==> src/rtl/dma_req_arbiter.sv <==
// Four-channel DMA request arbiter: latches request rising edges as pending bits and offers
// one channel at a time to the DMA engine over a valid/ready grant, held until transfer done.
module dma_req_arbiter #(
    parameter int unsigned NUM_CH = 4
) (
    input  logic              ACLK_i,
    input  logic              axi_m_rst_i,
    input  logic              SYNC_P0_REQ_i,
    input  logic              SYNC_P1_REQ_i,
    input  logic              SYNC_P2_REQ_i,
    input  logic              SYNC_P3_REQ_i,
    input  logic [NUM_CH-1:0] reg_ch_en_i,
    input  logic              reg_prio_mode_i,
    output logic              arb_grant_valid_o,
    output logic [1:0]        arb_grant_ch_o,
    input  logic              arb_grant_ready_i,
    input  logic              arb_xfer_done_i,
    output logic              arb_busy_o,
    output logic [NUM_CH-1:0] arb_pend_o
);

    localparam logic [1:0] ST_IDLE   = 2'd0;
    localparam logic [1:0] ST_GRANT  = 2'd1;
    localparam logic [1:0] ST_ACTIVE = 2'd2;

    logic [1:0]        r_state;
    logic [NUM_CH-1:0] r_req_d;
    logic [NUM_CH-1:0] r_pend;
    logic [1:0]        r_rr_ptr;
    logic [1:0]        r_grant_ch;
    logic              r_grant_valid;

    logic [NUM_CH-1:0] w_req;
    logic [NUM_CH-1:0] w_edge;
    logic [NUM_CH-1:0] w_elig;
    logic [NUM_CH-1:0] w_active_mask;
    logic [NUM_CH-1:0] w_done_mask;
    logic [NUM_CH-1:0] w_pend_d;
    logic              w_sel_found;
    logic [1:0]        w_sel_ch;
    logic              w_done_now;

    assign w_req      = {SYNC_P3_REQ_i, SYNC_P2_REQ_i, SYNC_P1_REQ_i, SYNC_P0_REQ_i};
    assign w_edge     = w_req & ~r_req_d & reg_ch_en_i;
    assign w_elig     = r_pend & reg_ch_en_i;
    assign w_done_now = (r_state == ST_ACTIVE) && arb_xfer_done_i;

    // The granted/active channel keeps its pending bit even if its enable drops.
    assign w_active_mask = (r_state != ST_IDLE) ? (4'b0001 << r_grant_ch) : 4'b0000;
    assign w_done_mask   = w_done_now ? (4'b0001 << r_grant_ch) : 4'b0000;
    assign w_pend_d      = (r_pend & ~w_done_mask & ~(~reg_ch_en_i & ~w_active_mask)) | w_edge;

    always_comb begin
        logic [1:0] w_idx;
        w_sel_found = 1'b0;
        w_sel_ch    = 2'd0;
        w_idx       = 2'd0;
        for (int i = 0; i < 4; i++) begin
            w_idx = reg_prio_mode_i ? 2'(i) : (r_rr_ptr + 2'(i));
            if (!w_sel_found && w_elig[w_idx]) begin
                w_sel_found = 1'b1;
                w_sel_ch    = w_idx;
            end
        end
    end

    always_ff @(posedge ACLK_i) begin
        if (axi_m_rst_i) begin
            r_state       <= ST_IDLE;
            r_req_d       <= '0;
            r_pend        <= '0;
            r_rr_ptr      <= 2'd0;
            r_grant_ch    <= 2'd0;
            r_grant_valid <= 1'b0;
        end else begin
            r_req_d <= w_req;
            r_pend  <= w_pend_d;
            case (r_state)
                ST_IDLE: begin
                    if (w_sel_found) begin
                        r_grant_ch    <= w_sel_ch;
                        r_grant_valid <= 1'b1;
                        r_state       <= ST_GRANT;
                    end
                end
                ST_GRANT: begin
                    if (arb_grant_ready_i) begin
                        r_grant_valid <= 1'b0;
                        r_state       <= ST_ACTIVE;
                    end
                end
                ST_ACTIVE: begin
                    if (arb_xfer_done_i) begin
                        r_rr_ptr <= r_grant_ch + 2'd1;
                        r_state  <= ST_IDLE;
                    end
                end
                default: begin
                    r_grant_valid <= 1'b0;
                    r_state       <= ST_IDLE;
                end
            endcase
        end
    end

    assign arb_grant_valid_o = r_grant_valid;
    assign arb_grant_ch_o    = r_grant_ch;
    assign arb_busy_o        = (r_state != ST_IDLE);
    assign arb_pend_o        = r_pend;

endmodule

==> config.mk <==
export PLATFORM = sky130hd
export DESIGN_NAME = dma_req_arbiter
export DESIGN_NICKNAME = d
export VERILOG_FILES = /design/src/rtl/dma_req_arbiter.sv
export SDC_FILE = /design/constraint.sdc
export NUM_CORES = 1
export LEC_CHECK = 0
export BUFFER_PORTS_ARGS = -buffer_cell sky130_fd_sc_hd__buf_4
export CORE_MARGIN = 5
export CORE_UTILIZATION = 50
export DETAILED_ROUTE_END_ITERATION = 8
export GPL_ROUTABILITY_DRIVEN = 0
export GPL_TIMING_DRIVEN = 0
export PLACE_DENSITY_LB_ADDON = 0.1
export SYNTH_ARGS = -nofsm -noshare
export SYNTH_HDL_FRONTEND = slang
export SYNTH_SLANG_ARGS = --single-unit
==> constraint.sdc <==
create_clock -name ACLK_i -period 1.4 [get_ports ACLK_i]
set_input_delay 0.14 -clock ACLK_i [delete_from_list [all_inputs] [get_ports ACLK_i]]
set_output_delay 0.14 -clock ACLK_i [all_outputs]
set_load 0.02 [all_outputs]
=== After elaboration in Yosys (flattened, before gate mapping) ===
Index checks and enable logic that the tools add are counted.

* Output and inout port bits: 8
* Flip-flop bits (word level): 15
* Input bits: 13
* Logic and storage cells: 75

* Equal/unequal tests: 5
* $add $sub $neg: 4
* Reductions and logical operators: 13
* Bitwise logic cells: 13
* $lt $le $gt $ge: 4
* Multiplexer cells: 29
* Shift operators: 1

{| class="wikitable"
|+ Operators with widths
! operator !! number
|-
| 4-bit bitwise AND || 6
|-
| 2-bit two-way mux || 11
|-
| 4-bit NOT || 5
|-
| 2-bit by 3-bit < comparator with 1-bit output (second input constant) || 4
|-
| 1-bit two-way mux || 10
|-
| 1-bit binary-select mux with 2-bit select || 4
|-
| 4-bit two-way mux || 2
|-
| 2-bit inequality test (second input constant) || 3
|-
| 2-bit case mux with 3 select lines || 1
|-
| 3-bit AND reduction || 2
|-
| 2-bit by 1-bit adder with 2-bit output (second input constant) || 2
|-
| 2-bit adder (second input constant) || 2
|-
| 1-bit logical AND || 4
|-
| 4-bit OR || 1
|-
| 2-bit AND reduction || 2
|-
| 1-bit by 2-bit left shift with 4-bit output (first input constant) || 1
|-
| 1-bit zero test || 3
|-
| 1-bit case mux with 3 select lines || 1
|-
| 2-bit by 1-bit == test with 1-bit output (second input constant) || 1
|-
| 2-bit == test (second input constant) || 1
|-
| 2-bit zero test || 1
|-
| 2-bit nonzero test || 1
|-
| 1-bit NOT || 1
|}

=== Longest topological paths before layout ===
* Depth after elaboration: 15
* Mapped depth: 5

=== Least setup slack after synthesis ===
Ideal clock, no wire load.

* Path kind: register to register
* From: register r_pend[2], in the netlist arb_pend_o[2]
* To: register r_grant_ch[1], in the netlist arb_grant_ch_o[1]
* Arrival: 1.211 ns
* Period minus slack after synthesis: 1.298 ns
* Path buffers: 0
* Cell stages (with the launch flop): 5
* Setup slack: 0.102 ns
* Cells stage by stage: dfxtp_1 nand2_2 a21o_1 a211o_1 a221oi_2

* Longest elaborated chain between the ends: 14

{| class="wikitable"
|+ Ends and longest elaborated chain
! item !! RTL line !! RTL
|-
| from (decl) || 28 || <nowiki>logic [NUM_CH-1:0] r_pend;</nowiki>
|-
| from (signal assigned) || 77 || <nowiki>r_pend <= w_pend_d;</nowiki>
|-
| 4-bit bitwise AND (*) || 45 || <nowiki>assign w_elig = r_pend & reg_ch_en_i;</nowiki>
|-
| 1-bit binary-select mux with 2-bit select || 60 || <nowiki>if (!w_sel_found && w_elig[w_idx]) begin</nowiki>
|-
| 1-bit two-way mux (implied by the code) || 60 ||
|-
| 1-bit two-way mux || 60 ||
|-
| 1-bit zero test || 60 ||
|-
| 1-bit logical AND || 60 ||
|-
| 1-bit two-way mux || 60 ||
|-
| 1-bit zero test || 60 ||
|-
| 1-bit logical AND || 60 ||
|-
| 1-bit two-way mux || 60 ||
|-
| 1-bit zero test || 60 ||
|-
| 1-bit logical AND || 60 ||
|-
| 1-bit two-way mux || 60 ||
|-
| 2-bit AND reduction (no source line) || n/a ||
|-
| to (signal assigned) || 81 || <nowiki>r_grant_ch <= w_sel_ch;</nowiki>
|-
| to (decl) || 30 || <nowiki>logic [1:0] r_grant_ch;</nowiki>
|}

Every way passes the cells marked *; elsewhere a longest branch is shown, timed or not. The select of a mux whose other input is x is not followed.
A chain may end at the register's enable or synchronous reset.

=== Worst setup path in the final report ===
* From: register r_grant_ch[0], in the netlist arb_grant_ch_o[0]
* To: register r_pend[0], in the netlist arb_pend_o[0]

* Longest elaborated chain between the ends: 7

{| class="wikitable"
|+ Ends and longest elaborated chain
! item !! RTL line !! RTL
|-
| 1-bit by 2-bit left shift with 4-bit output (*) || 49, 50 ||
|-
| 4-bit two-way mux || 49 || <nowiki>assign w_active_mask = (r_state != ST_IDLE) ? (4'b0001 << r_grant_ch) : 4'b0000;</nowiki>
|-
| 4-bit NOT || 51 || <nowiki>assign w_pend_d = (r_pend & ~w_done_mask & ~(~reg_ch_en_i & ~w_active_mask)) | w_edge;</nowiki>
|-
| 4-bit bitwise AND || 51 ||
|-
| 4-bit NOT || 51 ||
|-
| 4-bit bitwise AND (*) || 51 ||
|-
| 4-bit OR (*) || 51 ||
|}

Every way passes the cells marked *; elsewhere a longest branch is shown, timed or not.

==> flow_metrics.tcl <==
set metrics [dict create \
    max_stage_delay_ps 470 \
    arrival_ps 1510 \
    cts_tree "yes" \
    crit_buf_inv 1 \
    r2r_end "arb_pend_o[0]" \
    ys_seq_area_share_pct 36.5 \
    numClockSinks 15 \
    grt_overflow 0 \
    fp.dieW_um 50.6 \
    ant_nets 0 \
    initial_core_util_pct 53.4 \
    critPathLaunchType "register" \
    hp-class "in -> reg" \
    finalMaxSlewViolations 0 \
    worstPathRequired_ps 1630 \
    drv_cap 0 \
    relSlewSlack_pct 67.8 \
    final_cell_mix "20 x buf_4, 14 x dfxtp_1, 11 x nor2_1" \
    synth_warnings 0 \
    clock_latency_ps 290 \
    yosysTopAreaCellShare_pct 36.5 \
    dp_hpwl_mm 1.42 \
    die_y_um 50.6 \
    synth.area.top_cells "dfxtp_1 36%, ha_1 6.1%, a21oi_1 5.5%" \
    p_leak_nw 0.428 \
    drc 0 \
    coreArea_mm2 0.00154 \
    final_cells 135 \
    worstReg2RegStart "arb_grant_ch_o[0]" \
    whs_ps 59.6 \
    worst_clock_skew_ps 2.21 \
    antenna_found_initial 0 \
    worstHoldEndpoint "r_req_d[3]" \
    cp-end-kind "register" \
    worstSetupPathType "reg -> reg" \
    num-nets-final 137 \
    worstHoldStart "axi_m_rst_i" \
    grt_pass1_wl_mm 3.38 \
    synth_flop_cell "dfxtp_1" \
    min_path_cells 2 \
    cts_root_buf "clkbuf_4" \
    syn_to_final_growth_pct 24.0 \
    synth_edf_count 0 \
    vias_per_cell 5.97 \
    ys_ff_latch 15 \
    rsz0062_at_grt "false" \
    dpl_cell_area_um2 993 \
    crit_path_max_fanout 6 \
    yosysTopAreaCell "dfxtp_1" \
    postCtsHoldBufs 0 \
    grt_pass1_vias 768 \
    final_layout_size_suffix_gt1_share_pct 27.7 \
    cts_made_buffers 3 \
    period_needed_ps 1290 \
    layout_commonest_cell "buf_4" \
    tns_ps 0 \
    h-tree-depth 1 \
    path_delay_family "flip-flops" \
    synthDistinctLibCells 31 \
    r2r_cells 5 \
    rows 14 \
    async_reset_ff_share_pct 0 \
    routed_wl_mm 1.95 \
    num_vias 806 \
    syn_inst 95 \
    pin_count 21 \
    tightestPinTransition_ps 483 \
    grtUsageTotal_pct 16.6 \
    die_area_mm2 0.00256 \
    firstDrtPassIters 4 \
    dpl.cell_count 131 \
    wl_per_cell_um 14.4 \
    finalHoldViolCount 0 \
    port_buffers 20 \
    dr.first_iter.drc_count 16 \
    syn_area_per_cell_um2 8.67 \
    synth_area_um2 823 \
    fin_area_mm2 0.00102 \
    power.density_cell_area_mw_per_mm2 902 \
    post-route-period-util_pct 91.8 \
    vdd_ir_drop_max_mv 0.598 \
    synthesis.nets 112 \
    clock.fmax_mhz 778 \
    outcome "finished, final reports clean" \
    diodes 0 \
    r2r_slack_ps 110 \
    setup_viol 0 \
    grt_max_degree 11 \
    clockBufferDepth 2 \
    clkTransAtPathRegs_ps 90 \
    cp_slowest_cell "dfxtp_1" \
    cp_cell_sequence "inv_1 > ha_1 > a31oi_1 > o221ai_1 > a21oi_1" \
]
==> stage by stage <==
step           power (mW)  utilization [%]  setup slack (ps)
2_1_floorplan       0.582                -               102
3_3_place_gp        0.665             64.4               151
3_5_place_dp        0.669             64.4               124
4_1_cts             0.925             66.2               105
5_1_grt             0.968             66.2              22.1
6_report            0.920             66.2               115
==> layer usage <==
metal,global-route usage (%),part of all wire (%),vias up,routed length (um)
li1,-,-,399,-
met1,21.1,47,386,918
met2,26.2,48,17,931
met3,3.85,3.3,4,65
met4,7.66,1.7,0,34
met5,0,0,-,0
==> flip-flops by register name, indices dropped and copies added, names as in the netlist <==
name               cells
arb_grant_ch_o         2
arb_grant_valid_o      1
arb_pend_o             4
r_req_d                4
r_rr_ptr               2
r_state                2
==> final cells by class <==
| type | count | area [um^2] |
|---|---|---|
| Timing Repair Buffer | 20 | 150 |
| Sequential cell | 15 | 302 |
| Inverter | 2 | 7.51 |
| Clock buffer | 4 | 26.3 |
| Fill cell | 143 | 520 |
| Tap cell | 16 | 20.0 |
| Multi-Input combinational cell | 74 | 490 |
| Buffer | 4 | 25.0 |
==> where the power goes <==
part / total, mW / internal [mW] / switching [mW]
clock network: 0.260 / 0.111 / 0.149
logic: 0.192 / 0.0907 / 0.101
registers: 0.468 / 0.450 / 0.0182
total: 0.920 / 0.652 / 0.269
==> Yosys cell counts, types with 2 or more instances <==
| master | count |
|---|---|
| a21oi_1 | 9 |
| a31oi_1 | 5 |
| buf_2 | 2 |
| dfxtp_1 | 15 |
| ha_1 | 4 |
| inv_1 | 2 |
| nand2_1 | 8 |
| nand3b_1 | 6 |
| nor2_1 | 11 |
| nor2b_1 | 6 |
| o211ai_1 | 3 |
| o21ai_0 | 2 |
| o221ai_1 | 4 |
==> worst max path at each step <==
stage / startpoint / to / slack (ps) / cells after the start
detailed placement: r_rr_ptr[1] / arb_grant_ch_o[0] / 120 / 5
CTS: r_rr_ptr[1] / arb_grant_ch_o[0] / 100 / 5
global route: arb_grant_ch_o[0] / arb_pend_o[0] / 20 / 5
global placement: arb_grant_ch_o[0] / arb_pend_o[0] / 150 / 5
floorplan: arb_pend_o[2] / arb_grant_ch_o[1] / 100 / 4
finish: arb_grant_ch_o[0] / arb_pend_o[0] / 110 / 5
==> what timing repair did <==
action                                  4_1_cts  5_1_grt
setup buffers                                 0        0
endpoints found under the setup margin        0        1
resized for setup                             0        1
==> cells by family (layout without fill, tap and decap cells) <==
| kind of cell | count (synthesis) | count (layout) | share of synthesized area [%] |
|---|---|---|---|
| and+or+nand+nor | 37 | 37 | 23.9 |
| AOI/OAI and AO/OA | 32 | 32 | 28.4 |
| DFF | 15 | 15 | 36.5 |
| buffers and inverters | 6 | 30 | 3.95 |
| adders and majority gates | 4 | 4 | 6.08 |
| muxes | 1 | 1 | 1.22 |
Note: power is estimated with default switching activity, not from simulation.
